### src/rtl/ex_hazard_scoreboard_if.sv
// Decode <-> Execute issue-control bundle for ex_hazard_scoreboard.
//   master : Decode side, drives the instruction descriptor and pipe controls
//   slave  : scoreboard, returns grant/stall and pending-writer status
interface ex_hazard_scoreboard_if #(
  parameter int unsigned PIPE_DEPTH = 3,
  parameter int unsigned NUM_REGS   = 16,
  parameter int unsigned NUM_VREGS  = 64
);
  localparam int unsigned RIW = $clog2(NUM_REGS);
  localparam int unsigned VIW = $clog2(NUM_VREGS);
  localparam int unsigned CW  = $clog2(PIPE_DEPTH + 1);

  logic           I_LOCK;
  logic           I_GPUStallSignal;
  logic           I_Flush;
  logic           I_Issue_Req;
  logic [RIW-1:0] I_Src1Idx;
  logic [RIW-1:0] I_Src2Idx;
  logic           I_Src1Used;
  logic           I_Src2Used;
  logic [VIW-1:0] I_VSrc1Idx;
  logic [VIW-1:0] I_VSrc2Idx;
  logic           I_VSrc1Used;
  logic           I_VSrc2Used;
  logic           I_CCUsed;
  logic [RIW-1:0] I_DestRegIdx;
  logic           I_RegWEn;
  logic [VIW-1:0] I_DestVRegIdx;
  logic           I_VRegWEn;
  logic           I_CCWEn;

  logic                O_Issue_Grant;
  logic                O_DE_Stall;
  logic [NUM_REGS-1:0] O_PendingRegMask;
  logic                O_PendingCC;
  logic [CW-1:0]       O_InFlight;
  logic                O_Drained;

  modport master (
    output I_LOCK, I_GPUStallSignal, I_Flush, I_Issue_Req,
           I_Src1Idx, I_Src2Idx, I_Src1Used, I_Src2Used,
           I_VSrc1Idx, I_VSrc2Idx, I_VSrc1Used, I_VSrc2Used, I_CCUsed,
           I_DestRegIdx, I_RegWEn, I_DestVRegIdx, I_VRegWEn, I_CCWEn,
    input  O_Issue_Grant, O_DE_Stall, O_PendingRegMask, O_PendingCC,
           O_InFlight, O_Drained
  );

  modport slave (
    input  I_LOCK, I_GPUStallSignal, I_Flush, I_Issue_Req,
           I_Src1Idx, I_Src2Idx, I_Src1Used, I_Src2Used,
           I_VSrc1Idx, I_VSrc2Idx, I_VSrc1Used, I_VSrc2Used, I_CCUsed,
           I_DestRegIdx, I_RegWEn, I_DestVRegIdx, I_VRegWEn, I_CCWEn,
    output O_Issue_Grant, O_DE_Stall, O_PendingRegMask, O_PendingCC,
           O_InFlight, O_Drained
  );
endinterface

### src/rtl/ex_hazard_scoreboard.sv
// Execute-stage issue controller. Tracks in-flight scalar/vector/CC writers
// from EX issue to WB retire and grants or stalls the decoded instruction.
//   I_CLOCK   : clock, state updates on the falling edge
//   I_RESET_N : asynchronous active-low reset
//   bus       : issue-control bundle (slave side)
module ex_hazard_scoreboard #(
  parameter int unsigned PIPE_DEPTH = 3,
  parameter int unsigned NUM_REGS   = 16,
  parameter int unsigned NUM_VREGS  = 64
) (
  input logic                  I_CLOCK,
  input logic                  I_RESET_N,
  ex_hazard_scoreboard_if.slave bus
);
  localparam int unsigned RIW = $clog2(NUM_REGS);
  localparam int unsigned VIW = $clog2(NUM_VREGS);
  localparam int unsigned CW  = $clog2(PIPE_DEPTH + 1);

  typedef struct packed {
    logic           valid;
    logic           regwen;
    logic [RIW-1:0] ridx;
    logic           vregwen;
    logic [VIW-1:0] vidx;
    logic           ccwen;
  } entry_t;

  entry_t              pipe_q [PIPE_DEPTH];
  entry_t              pipe_d [PIPE_DEPTH];
  logic [CW-1:0]       cnt_q  [NUM_REGS];
  logic [CW-1:0]       cnt_d  [NUM_REGS];
  logic [CW-1:0]       vcnt_q [NUM_VREGS];
  logic [CW-1:0]       vcnt_d [NUM_VREGS];
  logic [CW-1:0]       cc_cnt_q, cc_cnt_d;
  logic [NUM_REGS-1:0] mask_q, mask_d;
  logic                pend_cc_q, pend_cc_d;
  logic [CW-1:0]       inflight_q, inflight_d;
  logic                drained_q, drained_d;

  logic   hazard, grant, stall, cnt_err;
  entry_t issue_e, retire_e;

  // Returns {error, next}; an illegal step holds the count instead of wrapping.
  function automatic logic [CW:0] bump(input logic [CW-1:0] c, input logic inc, input logic dec);
    logic [CW:0] r;
    r = {1'b0, c};
    if (inc && !dec) begin
      if (c == CW'(PIPE_DEPTH)) r[CW] = 1'b1;
      else r[CW-1:0] = c + 1'b1;
    end else if (dec && !inc) begin
      if (c == '0) r[CW] = 1'b1;
      else r[CW-1:0] = c - 1'b1;
    end
    return r;
  endfunction

  // Sources are checked against pre-edge counts, so self-dependence is not a hazard.
  always_comb begin
    hazard = (bus.I_Src1Used  && (cnt_q[bus.I_Src1Idx]   != '0)) ||
             (bus.I_Src2Used  && (cnt_q[bus.I_Src2Idx]   != '0)) ||
             (bus.I_VSrc1Used && (vcnt_q[bus.I_VSrc1Idx] != '0)) ||
             (bus.I_VSrc2Used && (vcnt_q[bus.I_VSrc2Idx] != '0)) ||
             (bus.I_CCUsed    && (cc_cnt_q != '0));
    grant = bus.I_Issue_Req && bus.I_LOCK && !bus.I_GPUStallSignal && !bus.I_Flush && !hazard;
    stall = bus.I_Issue_Req && bus.I_LOCK && !bus.I_Flush && (hazard || bus.I_GPUStallSignal);

    issue_e         = '0;
    issue_e.valid   = grant;
    issue_e.regwen  = grant && bus.I_RegWEn;
    issue_e.ridx    = bus.I_DestRegIdx;
    issue_e.vregwen = grant && bus.I_VRegWEn;
    issue_e.vidx    = bus.I_DestVRegIdx;
    issue_e.ccwen   = grant && bus.I_CCWEn;
    retire_e        = pipe_q[PIPE_DEPTH-1];
  end

  always_comb begin
    logic [CW:0] b;
    b        = '0;
    pipe_d   = pipe_q;
    cnt_d    = cnt_q;
    vcnt_d   = vcnt_q;
    cc_cnt_d = cc_cnt_q;
    cnt_err  = 1'b0;
    if (!bus.I_GPUStallSignal) begin
      pipe_d[0] = issue_e;
      for (int unsigned i = 1; i < PIPE_DEPTH; i++) pipe_d[i] = pipe_q[i-1];
      for (int unsigned i = 0; i < NUM_REGS; i++) begin
        b = bump(cnt_q[i], issue_e.regwen && (issue_e.ridx == RIW'(i)),
                 retire_e.valid && retire_e.regwen && (retire_e.ridx == RIW'(i)));
        cnt_d[i] = b[CW-1:0];
        cnt_err  = cnt_err | b[CW];
      end
      for (int unsigned i = 0; i < NUM_VREGS; i++) begin
        b = bump(vcnt_q[i], issue_e.vregwen && (issue_e.vidx == VIW'(i)),
                 retire_e.valid && retire_e.vregwen && (retire_e.vidx == VIW'(i)));
        vcnt_d[i] = b[CW-1:0];
        cnt_err   = cnt_err | b[CW];
      end
      b = bump(cc_cnt_q, issue_e.ccwen, retire_e.valid && retire_e.ccwen);
      cc_cnt_d = b[CW-1:0];
      cnt_err  = cnt_err | b[CW];
    end

    for (int unsigned i = 0; i < NUM_REGS; i++) mask_d[i] = (cnt_d[i] != '0);
    pend_cc_d  = (cc_cnt_d != '0);
    inflight_d = '0;
    for (int unsigned i = 0; i < PIPE_DEPTH; i++) inflight_d = inflight_d + CW'(pipe_d[i].valid);
    drained_d = (inflight_d == '0);
  end

  always_ff @(negedge I_CLOCK or negedge I_RESET_N) begin
    if (!I_RESET_N) begin
      pipe_q     <= '{default: '0};
      cnt_q      <= '{default: '0};
      vcnt_q     <= '{default: '0};
      cc_cnt_q   <= '0;
      mask_q     <= '0;
      pend_cc_q  <= 1'b0;
      inflight_q <= '0;
      drained_q  <= 1'b1;
    end else begin
      pipe_q     <= pipe_d;
      cnt_q      <= cnt_d;
      vcnt_q     <= vcnt_d;
      cc_cnt_q   <= cc_cnt_d;
      mask_q     <= mask_d;
      pend_cc_q  <= pend_cc_d;
      inflight_q <= inflight_d;
      drained_q  <= drained_d;
    end
  end

  assert property (@(negedge I_CLOCK) disable iff (!I_RESET_N) !cnt_err);

  assign bus.O_Issue_Grant    = grant;
  assign bus.O_DE_Stall       = stall;
  assign bus.O_PendingRegMask = mask_q;
  assign bus.O_PendingCC      = pend_cc_q;
  assign bus.O_InFlight       = inflight_q;
  assign bus.O_Drained        = drained_q;
endmodule

### src/flat_wrapper.sv
// flat-port wrapper written by rule: the top's interface ports become plain ports
module ex_hazard_scoreboard_flat 
#(
  parameter int unsigned PIPE_DEPTH = 3,
  parameter int unsigned NUM_REGS   = 16,
  parameter int unsigned NUM_VREGS  = 64
)
  (I_CLOCK, I_RESET_N, bus_I_LOCK, bus_I_GPUStallSignal, bus_I_Flush, bus_I_Issue_Req, bus_I_Src1Idx, bus_I_Src2Idx, bus_I_Src1Used, bus_I_Src2Used, bus_I_VSrc1Idx, bus_I_VSrc2Idx, bus_I_VSrc1Used, bus_I_VSrc2Used, bus_I_CCUsed, bus_I_DestRegIdx, bus_I_RegWEn, bus_I_DestVRegIdx, bus_I_VRegWEn, bus_I_CCWEn, bus_O_Issue_Grant, bus_O_DE_Stall, bus_O_PendingRegMask, bus_O_PendingCC, bus_O_InFlight, bus_O_Drained);
  ex_hazard_scoreboard_if #(.PIPE_DEPTH(PIPE_DEPTH), .NUM_REGS(NUM_REGS), .NUM_VREGS(NUM_VREGS)) bus_i ();
  input logic I_CLOCK;
  input logic I_RESET_N;
  input wire logic [$bits(bus_i.I_LOCK)-1:0] bus_I_LOCK;
  input wire logic [$bits(bus_i.I_GPUStallSignal)-1:0] bus_I_GPUStallSignal;
  input wire logic [$bits(bus_i.I_Flush)-1:0] bus_I_Flush;
  input wire logic [$bits(bus_i.I_Issue_Req)-1:0] bus_I_Issue_Req;
  input wire logic [$bits(bus_i.I_Src1Idx)-1:0] bus_I_Src1Idx;
  input wire logic [$bits(bus_i.I_Src2Idx)-1:0] bus_I_Src2Idx;
  input wire logic [$bits(bus_i.I_Src1Used)-1:0] bus_I_Src1Used;
  input wire logic [$bits(bus_i.I_Src2Used)-1:0] bus_I_Src2Used;
  input wire logic [$bits(bus_i.I_VSrc1Idx)-1:0] bus_I_VSrc1Idx;
  input wire logic [$bits(bus_i.I_VSrc2Idx)-1:0] bus_I_VSrc2Idx;
  input wire logic [$bits(bus_i.I_VSrc1Used)-1:0] bus_I_VSrc1Used;
  input wire logic [$bits(bus_i.I_VSrc2Used)-1:0] bus_I_VSrc2Used;
  input wire logic [$bits(bus_i.I_CCUsed)-1:0] bus_I_CCUsed;
  input wire logic [$bits(bus_i.I_DestRegIdx)-1:0] bus_I_DestRegIdx;
  input wire logic [$bits(bus_i.I_RegWEn)-1:0] bus_I_RegWEn;
  input wire logic [$bits(bus_i.I_DestVRegIdx)-1:0] bus_I_DestVRegIdx;
  input wire logic [$bits(bus_i.I_VRegWEn)-1:0] bus_I_VRegWEn;
  input wire logic [$bits(bus_i.I_CCWEn)-1:0] bus_I_CCWEn;
  output wire logic [$bits(bus_i.O_Issue_Grant)-1:0] bus_O_Issue_Grant;
  output wire logic [$bits(bus_i.O_DE_Stall)-1:0] bus_O_DE_Stall;
  output wire logic [$bits(bus_i.O_PendingRegMask)-1:0] bus_O_PendingRegMask;
  output wire logic [$bits(bus_i.O_PendingCC)-1:0] bus_O_PendingCC;
  output wire logic [$bits(bus_i.O_InFlight)-1:0] bus_O_InFlight;
  output wire logic [$bits(bus_i.O_Drained)-1:0] bus_O_Drained;
  assign bus_i.I_LOCK = bus_I_LOCK;
  assign bus_i.I_GPUStallSignal = bus_I_GPUStallSignal;
  assign bus_i.I_Flush = bus_I_Flush;
  assign bus_i.I_Issue_Req = bus_I_Issue_Req;
  assign bus_i.I_Src1Idx = bus_I_Src1Idx;
  assign bus_i.I_Src2Idx = bus_I_Src2Idx;
  assign bus_i.I_Src1Used = bus_I_Src1Used;
  assign bus_i.I_Src2Used = bus_I_Src2Used;
  assign bus_i.I_VSrc1Idx = bus_I_VSrc1Idx;
  assign bus_i.I_VSrc2Idx = bus_I_VSrc2Idx;
  assign bus_i.I_VSrc1Used = bus_I_VSrc1Used;
  assign bus_i.I_VSrc2Used = bus_I_VSrc2Used;
  assign bus_i.I_CCUsed = bus_I_CCUsed;
  assign bus_i.I_DestRegIdx = bus_I_DestRegIdx;
  assign bus_i.I_RegWEn = bus_I_RegWEn;
  assign bus_i.I_DestVRegIdx = bus_I_DestVRegIdx;
  assign bus_i.I_VRegWEn = bus_I_VRegWEn;
  assign bus_i.I_CCWEn = bus_I_CCWEn;
  assign bus_O_Issue_Grant = bus_i.O_Issue_Grant;
  assign bus_O_DE_Stall = bus_i.O_DE_Stall;
  assign bus_O_PendingRegMask = bus_i.O_PendingRegMask;
  assign bus_O_PendingCC = bus_i.O_PendingCC;
  assign bus_O_InFlight = bus_i.O_InFlight;
  assign bus_O_Drained = bus_i.O_Drained;
  ex_hazard_scoreboard #(.PIPE_DEPTH(PIPE_DEPTH), .NUM_REGS(NUM_REGS), .NUM_VREGS(NUM_VREGS)) u_core (.I_CLOCK(I_CLOCK), .I_RESET_N(I_RESET_N), .bus(bus_i));
endmodule
### config.mk
export PLATFORM = sky130hd
export DESIGN_NAME = ex_hazard_scoreboard_flat
export DESIGN_NICKNAME = d
export VERILOG_FILES = /design/src/rtl/ex_hazard_scoreboard_if.sv /design/src/rtl/ex_hazard_scoreboard.sv /design/src/flat_wrapper.sv
export SDC_FILE = /design/constraint.sdc
export NUM_CORES = 1
export LEC_CHECK = 0
export ABC_AREA = 1
export CORE_ASPECT_RATIO = 1.25
export CORE_MARGIN = 3
export CORE_UTILIZATION = 30
export CTS_CLUSTER_SIZE = 16
export DETAILED_ROUTE_END_ITERATION = 8
export PLACE_DENSITY_LB_ADDON = 0.05
export SLEW_MARGIN = 20
export SYNTH_ARGS = -nofsm -noshare
export SYNTH_HDL_FRONTEND = slang
export SYNTH_SLANG_ARGS = --single-unit
### constraint.sdc
create_clock -name I_CLOCK -period 3.99 [get_ports I_CLOCK]
set_input_delay 0.5985 -clock I_CLOCK [delete_from_list [all_inputs] [get_ports I_CLOCK]]
set_output_delay 0.5985 -clock I_CLOCK [all_outputs]
set_load 0.02 [all_outputs]
Word level (Yosys, flattened, before mapping):

Index checks and enable logic that the tools add are counted.

* bitwise logic cells: 5
* order comparisons: 4
* reduce and logical (&&, ||, !) cells: 745
* multiplexer cells: 339
* equality and inequality tests: 365
* $add $sub $neg: 164

Operators with widths (number)
* $mux W2: 333
* $eq A6 B6 Y1 const B: 64
* $logic_and A1 B1 Y1: 339
* $reduce_and A4 Y1: 64
* $eq A6 B5 Y1 const B: 32
* $reduce_bool A2 Y1: 86
* $logic_not A1 Y1: 165
* $logic_not A2 Y1: 82
* $add A2 B1 Y2 const B: 81
* $eq A2 B2 Y1 const B: 81
* $sub A2 B1 Y2 const B: 81
* $ne A2 B1 Y1 const B: 64
* $ne A2 B2 Y1 const B: 64
* $eq A6 B4 Y1 const B: 16
* $eq A4 B4 Y1 const B: 16
* $eq A6 B3 Y1 const B: 8
* $mux W42: 1
* $eq A4 B3 Y1 const B: 8
* $mux W32: 1
* $bmux W2 S6: 2
* $eq A6 B2 Y1 const B: 4
* $bmux W2 S4: 2
* $eq A4 B2 Y1 const B: 4
* $ge A7 B7 Y1 const B: 2
* 11 further kinds: 22

* output and inout bits: 22
* register bits: 224
* bits of input ports: 44
* word-level logic and storage cells: 1725

Longest topological paths before layout:

Gate-level depths: netlist of the first run.

* depth in word-level cells: 20
* mapped depth: 25
* depth with buffers taken out: 22

==> run summary, run 1 <==
Final Hold Violating Endpoints: 0
DR vias: 19030
post-synthesis async set-or-reset flop share: 100%
Rows: 94
Post-Syn Instances: 2635
die width: 214 um
DRT iter0 DRCs: 918
hold_sp: u_core.pipe_q[25]
Slew @ Worst Pin: 0.669 ns
Die Height: 267 um
CTS Root Cell: clkbuf_16
CP Capture Type: register
n_diodes: 0
PwrDens: 252 nW/um^2
Yosys cell types: 37
share of cells above drive strength 1: 34.7%
cts bufs inserted: 31
Req. time, crit path: 2.40 ns
clock buffer depth: 3
Tightest Hold Check Type: reg2reg
crit-path max cell delay: 0.27 ns
status: complete, but fails checks
Design Area, Final: 26800 sq um
Core Region: 53200 sq um
H-tree depth: 1
syn avg cell area: 6.19 sq um
gr usage total: 22.5%
drt first pass iters: 5
vias in the first global route: 19273
most frequent CP cell: nor2_4
drt via density: 4.81
port bufs: 65
Skew-Pair Late Insertion Delay: 0.62 ns
RR Startpoint: u_core.cnt_q[26]
die area: 57200 sq um
maximum vdd ir drop: 0.277 mV
CP Cell Sequence: buf_6, buf_12, buf_4, nand3_2, o21ai_4, a21oi_2, a21o_1, nor2_2, nor2_4, nor2_4, buf_6, nand4_4, nor2_4, buf_6, nand3_4, buf_12, buf_12, nor2_4, ha_4, nor2_4, nor4_4, nand2_1, nand2_1, a21boi_1
synth-to-layout area growth: 64.5%
worst setup path class: in2reg
CP arrival: 3.53 ns
Initial Util: 30.7%
Final WS setup: -1.13 ns
Slew HR: 55.3%
synthesized cell area: 16300 sq um
commonest non-fill, non-tap cell in the layout: nand2_1
synth warn: 0
RSZ-0062 raised after global routing: yes
post-synthesis net count: 2715
DRC: 0
Hold-fix buffers, CTS: 0
#FFs+latches synth: 224
dpl hpwl: 46700 um
placed inst area: 21800 sq um
Worst setup SP type: primary input
Crit Path Max Fanout: 7
Avg WL per Cell: 16.6 um
largest net degree at the start of global routing: 53
most frequent cells in the layout: nand2_1 (927), buf_4 (445), inv_1 (301)
Final Max Tran Viols: 0
Seq/Total Area, Yosys: 34.4%
# clock sinks: 224
num ports: 66
initial antenna violation count: 0
Final setup viols: 207
crit path max-delay cell type: nor4_4
final core occ: 50.4%
CP startpoint: bus_I_Src2Idx[0]
failing checks: negative setup slack
number of synthesized flops with an enable pin: 0
Max Cap Viol: 0
CTS clk-pin slew, worst paths: 0.05 ns
ys flop type: dfrtn_1
GRT overflow: 0
layout net count: 3295
Final Skew: 0.0662 ns
drt total wl: 65800 um
ANT nets after route: 0
global-route wire length before repair: 103000 um
Pleak: 0.0127 uW
TritonCTS clock tree: done
Placer Congestion: 0.916
[timing repair]
item	CTS	global route
endpoints found under the hold margin	0	0
setup endpoints to repair	208	208
cloned	22	4
pin swaps	267	133
buffers inserted	86	37
resized for setup	507	201
[routing by layer]
layer | wire length (um) | part of all wire (%) | global-route usage [%] | up-vias
li1 | - | - | - | 9482
met1 | 26700 | 41 | 25.8 | 9045
met2 | 34100 | 52 | 42.6 | 368
met3 | 1980 | 3.0 | 1.96 | 135
met4 | 3000 | 4.6 | 9.66 | 0
met5 | 0 | 0 | 0 | -
[cell families (layout without fill, tap and decap cells)]
group	count (synthesis)	after routing	synth area share [%]
AOI/OAI and AO/OA	174	174	5.93
xor gates and xnor gates	34	34	1.83
adders and majority gates	36	36	2.81
buffers and inverters	433	1036	10.7
DFF	224	224	34.4
and+or+nand+nor	1734	1734	44.3
[registers in the layout (all words and copies together), names as in the netlist]
register                     flops
u_core.bus.O_PendingRegMask     16
u_core.bus.O_Drained             1
u_core.cc_cnt_q                  2
u_core.vcnt_q                  128
u_core.bus.O_InFlight            2
u_core.cnt_q                    32
u_core.pipe_q                   42
u_core.bus.O_PendingCC           1
[power by group]
| group | internal (uW) | total, uW | switching (uW) |
|---|---|---|---|
| Combinational | 480 | 1150 | 672 |
| Sequential | 2390 | 2460 | 62.4 |
| Clock | 2000 | 3160 | 1160 |
[worst max-delay path, delay by kind of cell]
family | cells | cell delay, ns
AO/OA/AOI/OAI | 4 | 0.38
adder cells (fa/ha/maj) | 1 | 0.16
buffers and inverters | 7 | 0.89
AND/OR/NAND/NOR | 12 | 1.47
[through the flow]
step | hold WS [ns] | instances | setup TNS [ns] | total power [uW] | setup WS (ns)
2_1_floorplan | 0.402 | 2635 | -126.30 | 2920 | -1.18
3_3_place_gp | 0.413 | 3760 | -333.48 | 3490 | -2.24
3_5_place_dp | 0.420 | 3760 | -336.90 | 3490 | -2.27
4_1_cts | 0.417 | 3922 | -165.43 | 6820 | -1.16
5_1_grt | 0.439 | 3958 | -196.19 | 7060 | -1.26
6_report | 0.412 | 3958 | -170.30 | 6760 | -1.13
[synthesized netlist by cell type (all sizes together), types with 9 or more instances]
cell       n  area share (%)
dfrtn    223              34
nor2     271             6.3
nand2   1047              24
inv      353             8.1
and3      28             1.1
buf       44             1.7
o21ai    107             3.3
a21oi     29            0.89
o31ai      9            0.41
nor4      28             1.1
ha        35             2.7
a21boi    16            0.74
clkinv     9            0.21
nor3      20            0.61
clkbuf    27            0.62
nand4     66             2.6
nand3    269             8.3
xor2      34             1.8
[worst paths after layout]
| kind | end | slack (ns) | cells after the start |
|---|---|---|---|
| max | u_core.vcnt_q[23] | -1.13 | 24 |
| min | u_core.pipe_q[11] | 0.41 | 2 |
| max reg2reg | u_core.vcnt_q[23] | 0.72 | 20 |
| min reg2reg | u_core.pipe_q[11] | 0.41 | 2 |
| max in group asynchronous | u_core.pipe_q[19] | 1.45 | 2 |
| min in group asynchronous | u_core.bus.O_PendingRegMask[10] | 1.84 | 1 |
[layout make-up]
class	count	area (sq um)
Clock buffer	42	847
Clock inverter	15	288
Fill cell	5221	26400
Inverter	361	1410
Multi-Input combinational cell	1978	11800
Sequential cell	224	5610
Tap cell	720	901
Timing Repair Buffer	616	5930
Timing Repair inverter	2	20.0
Power figures use the tool's default switching activity.
==> inputs of run 2 (changes only) <==
- ABC_AREA: 1 -> 0
- SLEW_MARGIN: 20 -> 10
==> run summary, run 2 <==
status: complete, but fails checks
failing checks: negative setup slack
Die Height: 263 um (-1.5%)
largest net degree at the start of global routing: 151 (+180%)
CP bufs+invs: 4 (-3)
syn avg cell area: 8.30 sq um (+34%)
Setup TNS Final: -223.54 ns (-53.23 ns)
Pleak: 0.0100 uW (-21%)
Final Hold Violating Endpoints: 0 (unchanged)
number of synthesized flops with an enable pin: 0 (unchanged)
Synth top cells by count: nor2_1 (332), dfrtn_1 (223), nand2_1 (220)
CTS Root Cell: clkbuf_16
Tightest Hold Check Type: reg2reg
Final Max Tran Viols: 0 (unchanged)
port bufs: 65 (unchanged)
Initial Util: 30.5% (-0.16 points)
commonest non-fill, non-tap cell in the layout: buf_4
Seq/Total Area, Yosys: 35.5% (+1.1 points)
CP arrival: 5.27 ns (+1.74 ns)
Max Cap Viol: 0 (unchanged)
PwrDens: 264 nW/um^2 (+4.6%)
ys flop type: dfrtn_1
die area: 55500 sq um (-3.0%)
Worst setup SP type: register
H-tree depth: 1 (unchanged)
worst setup path class: reg2out
Final WS setup: -1.88 ns (-0.750 ns)
cts bufs inserted: 30 (-3.2%)
ANT nets after route: 0 (unchanged)
Final setup viols: 208 (+0.48%)
#FFs+latches synth: 224 (unchanged)
final core occ: 47.8% (-2.6 points)
Skew-Pair Late Insertion Delay: 0.62 ns (about the same)
DRT iter0 DRCs: 787 (-14%)
Worst Hold End: u_core.pipe_q[36]
clock buffer depth: 3 (unchanged)
DRC: 0 (unchanged)
# clock sinks: 224 (unchanged)
gr usage total: 22.1% (-0.40 points)
die width: 211 um (-1.5%)
most frequent cells in the layout: buf_4 (401), nor2_1 (244), dfrtn_1 (223)
CP Cell Sequence: nor2_1, a21oi_1, mux4_2, mux2_4, mux4_2, and2_4, buf_12, buf_12, nor2_4, buf_6, nor2_4, buf_6
GRT overflow: 0 (unchanged)
DR vias: 16432 (-14%)
global-route wire length before repair: 95500 um (-6.9%)
Req. time, crit path: 3.39 ns (+0.99 ns)
R2R Setup Slk: 0.20 ns (-0.52 ns)
worst hold slack: 0.436 ns (+0.0233 ns)
placed inst area: 20900 sq um (-4.0%)
Largest register FFs: 128 (unchanged)
vias in the first global route: 16629 (-14%)
RR Startpoint: u_core.vcnt_q[20]
crit-path max cell delay: 0.47 ns (+0.20 ns)
Post-Syn Instances: 1902 (-28%)
dpl hpwl: 44200 um (-5.4%)
RSZ-0062 raised after global routing: yes
CP Capture Type: primary output
post-synthesis net count: 1982 (-27%)
synth-to-layout area growth: 56.7%
Slew @ Worst Pin: 1.22 ns (+0.554 ns)
Reg with most FFs: u_core.vcnt_q
Design Area, Final: 24700 sq um (-7.7%)
synth warn: 0 (unchanged)
share of cells above drive strength 1: 41.1% (+6.4 points)
drt first pass iters: 7 (+2)
post-synthesis async set-or-reset flop share: 100% (unchanged)
crit path max-delay cell type: mux4_2
layout net count: 2466 (-25%)
cell depth of the worst hold path: 2 (unchanged)
Avg WL per Cell: 20.4 um (+22%)
Rows: 93 (-1.1%)
reg2reg path depth: 15 (-25%)
drt total wl: 62600 um (-4.9%)
Synth area leader: dfrtn_1
drt via density: 5.35 (+11%)
Yosys cell types: 88 (+140%)
TritonCTS clock tree: done
synthesized cell area: 15800 sq um (-3.1%)
maximum vdd ir drop: 0.263 mV (-5.0%)
CTS clk-pin slew, worst paths: 0.05 ns (about the same)
Slew HR: 18.5% (-37 points)
kind of cell adding the most delay to the critical path: multiplexers
Largest regs: u_core.vcnt_q (128), u_core.pipe_q (42), u_core.cnt_q (32)
Crit Path Max Fanout: 2 (-5)
Synth top area share: 35.3% (+1.1 points)
Area contributors post-synth: dfrtn_1 (35%), nor2_1 (7.9%), mux2_2 (5.6%)
most common cell in the netlist: nor2_1
Core Region: 51800 sq um (-2.6%)
initial antenna violation count: 0 (unchanged)
n_diodes: 0 (unchanged)
hold_sp: u_core.pipe_q[36]
Reg-to-Reg End: u_core.vcnt_q[47]
Final Skew: 0.0594 ns (-0.00680 ns)
Placer Congestion: 0.827 (-9.7%)
num ports: 66 (unchanged)
## run 2: cell types whose count changed in the layout (fill, tap and decap cells not counted), moves of 41 or more
cell / previous run / this run
or3_1: 0 / 41
buf_4: 445 / 401
nand4_1: 65 / 16
nand3_1: 187 / 51
nand3_2: 64 / 0
a21oi_1: 16 / 131
inv_1: 301 / 47
mux2_2: 0 / 42
nand2_1: 927 / 216
nand2_2: 98 / 2
nor2_1: 180 / 244
## run 2: cell type report
cell class | count | area [sq um]
tap | 665 | 832
clock buffer | 35 | 820
clock inverter | 21 | 259
inverter | 54 | 208
timing repair buffer | 553 | 5120
fill | 4920 | 27000
sequential | 224 | 5610
multi-input combinational | 1522 | 11900
## run 2: kinds of logic after synthesis
| family | after synthesis | share of synthesized area, % |
|---|---|---|
| xor+xnor | 1 | 0.0555 |
| mux | 155 | 13.4 |
| buf+inv | 156 | 4.09 |
| compound gates | 428 | 17.1 |
| simple gates | 899 | 26.8 |
| fa+ha+maj | 39 | 3.09 |
| flops | 224 | 35.5 |
## run 2: per-stage QoR
step	setup WS, ns	instances	total power (uW)
global route	-1.96	3074	6800
floorplan	-2.21	1902	2900
global placement	-2.49	2947	3390
detailed placement	-2.54	2947	3390
finish	-1.88	3074	6530
CTS	-1.91	3056	6590
## run 2: worst max-delay path by stage
stage / startpoint / endpoint / slack (ns) / depth (start not counted)
final: u_core.vcnt_q[20] / bus_O_DE_Stall / -1.88 / 12
after global routing: u_core.vcnt_q[40] / bus_O_DE_Stall / -1.96 / 12
after CTS: u_core.vcnt_q[55] / bus_O_DE_Stall / -1.91 / 13
after detailed placement: bus_I_VSrc2Idx[0] / u_core.vcnt_q[3] / -2.54 / 17
after global placement: bus_I_VSrc2Idx[0] / u_core.vcnt_q[55] / -2.49 / 16
after floorplan: bus_I_VSrc2Idx[2] / u_core.vcnt_q[46] / -2.21 / 16
## run 2: repair_timing
| item | in CTS | in global routing |
|---|---|---|
| buffers inserted | 46 | 26 |
| gates cloned | 9 | 1 |
| pin swaps | 81 | 72 |
| endpoints found under the hold margin | 0 | 0 |
| resized for setup | 344 | 163 |
| setup endpoints to repair | 208 | 208 |
| hold buffers | 0 | 0 |
## run 2: routing by layer
| layer | global-route usage, % | routed length (um) | vias up |
|---|---|---|---|
| li1 | - | - | 7880 |
| met1 | 26.5 | 25500 | 8026 |
| met2 | 38.6 | 31300 | 375 |
| met3 | 2.73 | 2370 | 151 |
| met4 | 11.2 | 3350 | 0 |
| met5 | 0 | 0 | - |
## run 2: power by group
group	switching, uW	internal, uW
logic	636	496
clock network	1190	1790
registers	70.2	2350
total	1900	4640
## run 2: worst min-delay path, stage by stage (launching register included)
cell and delay, ns:
dfrtn_1 0.41, nand2_1 0.05, nand2_1 0.06
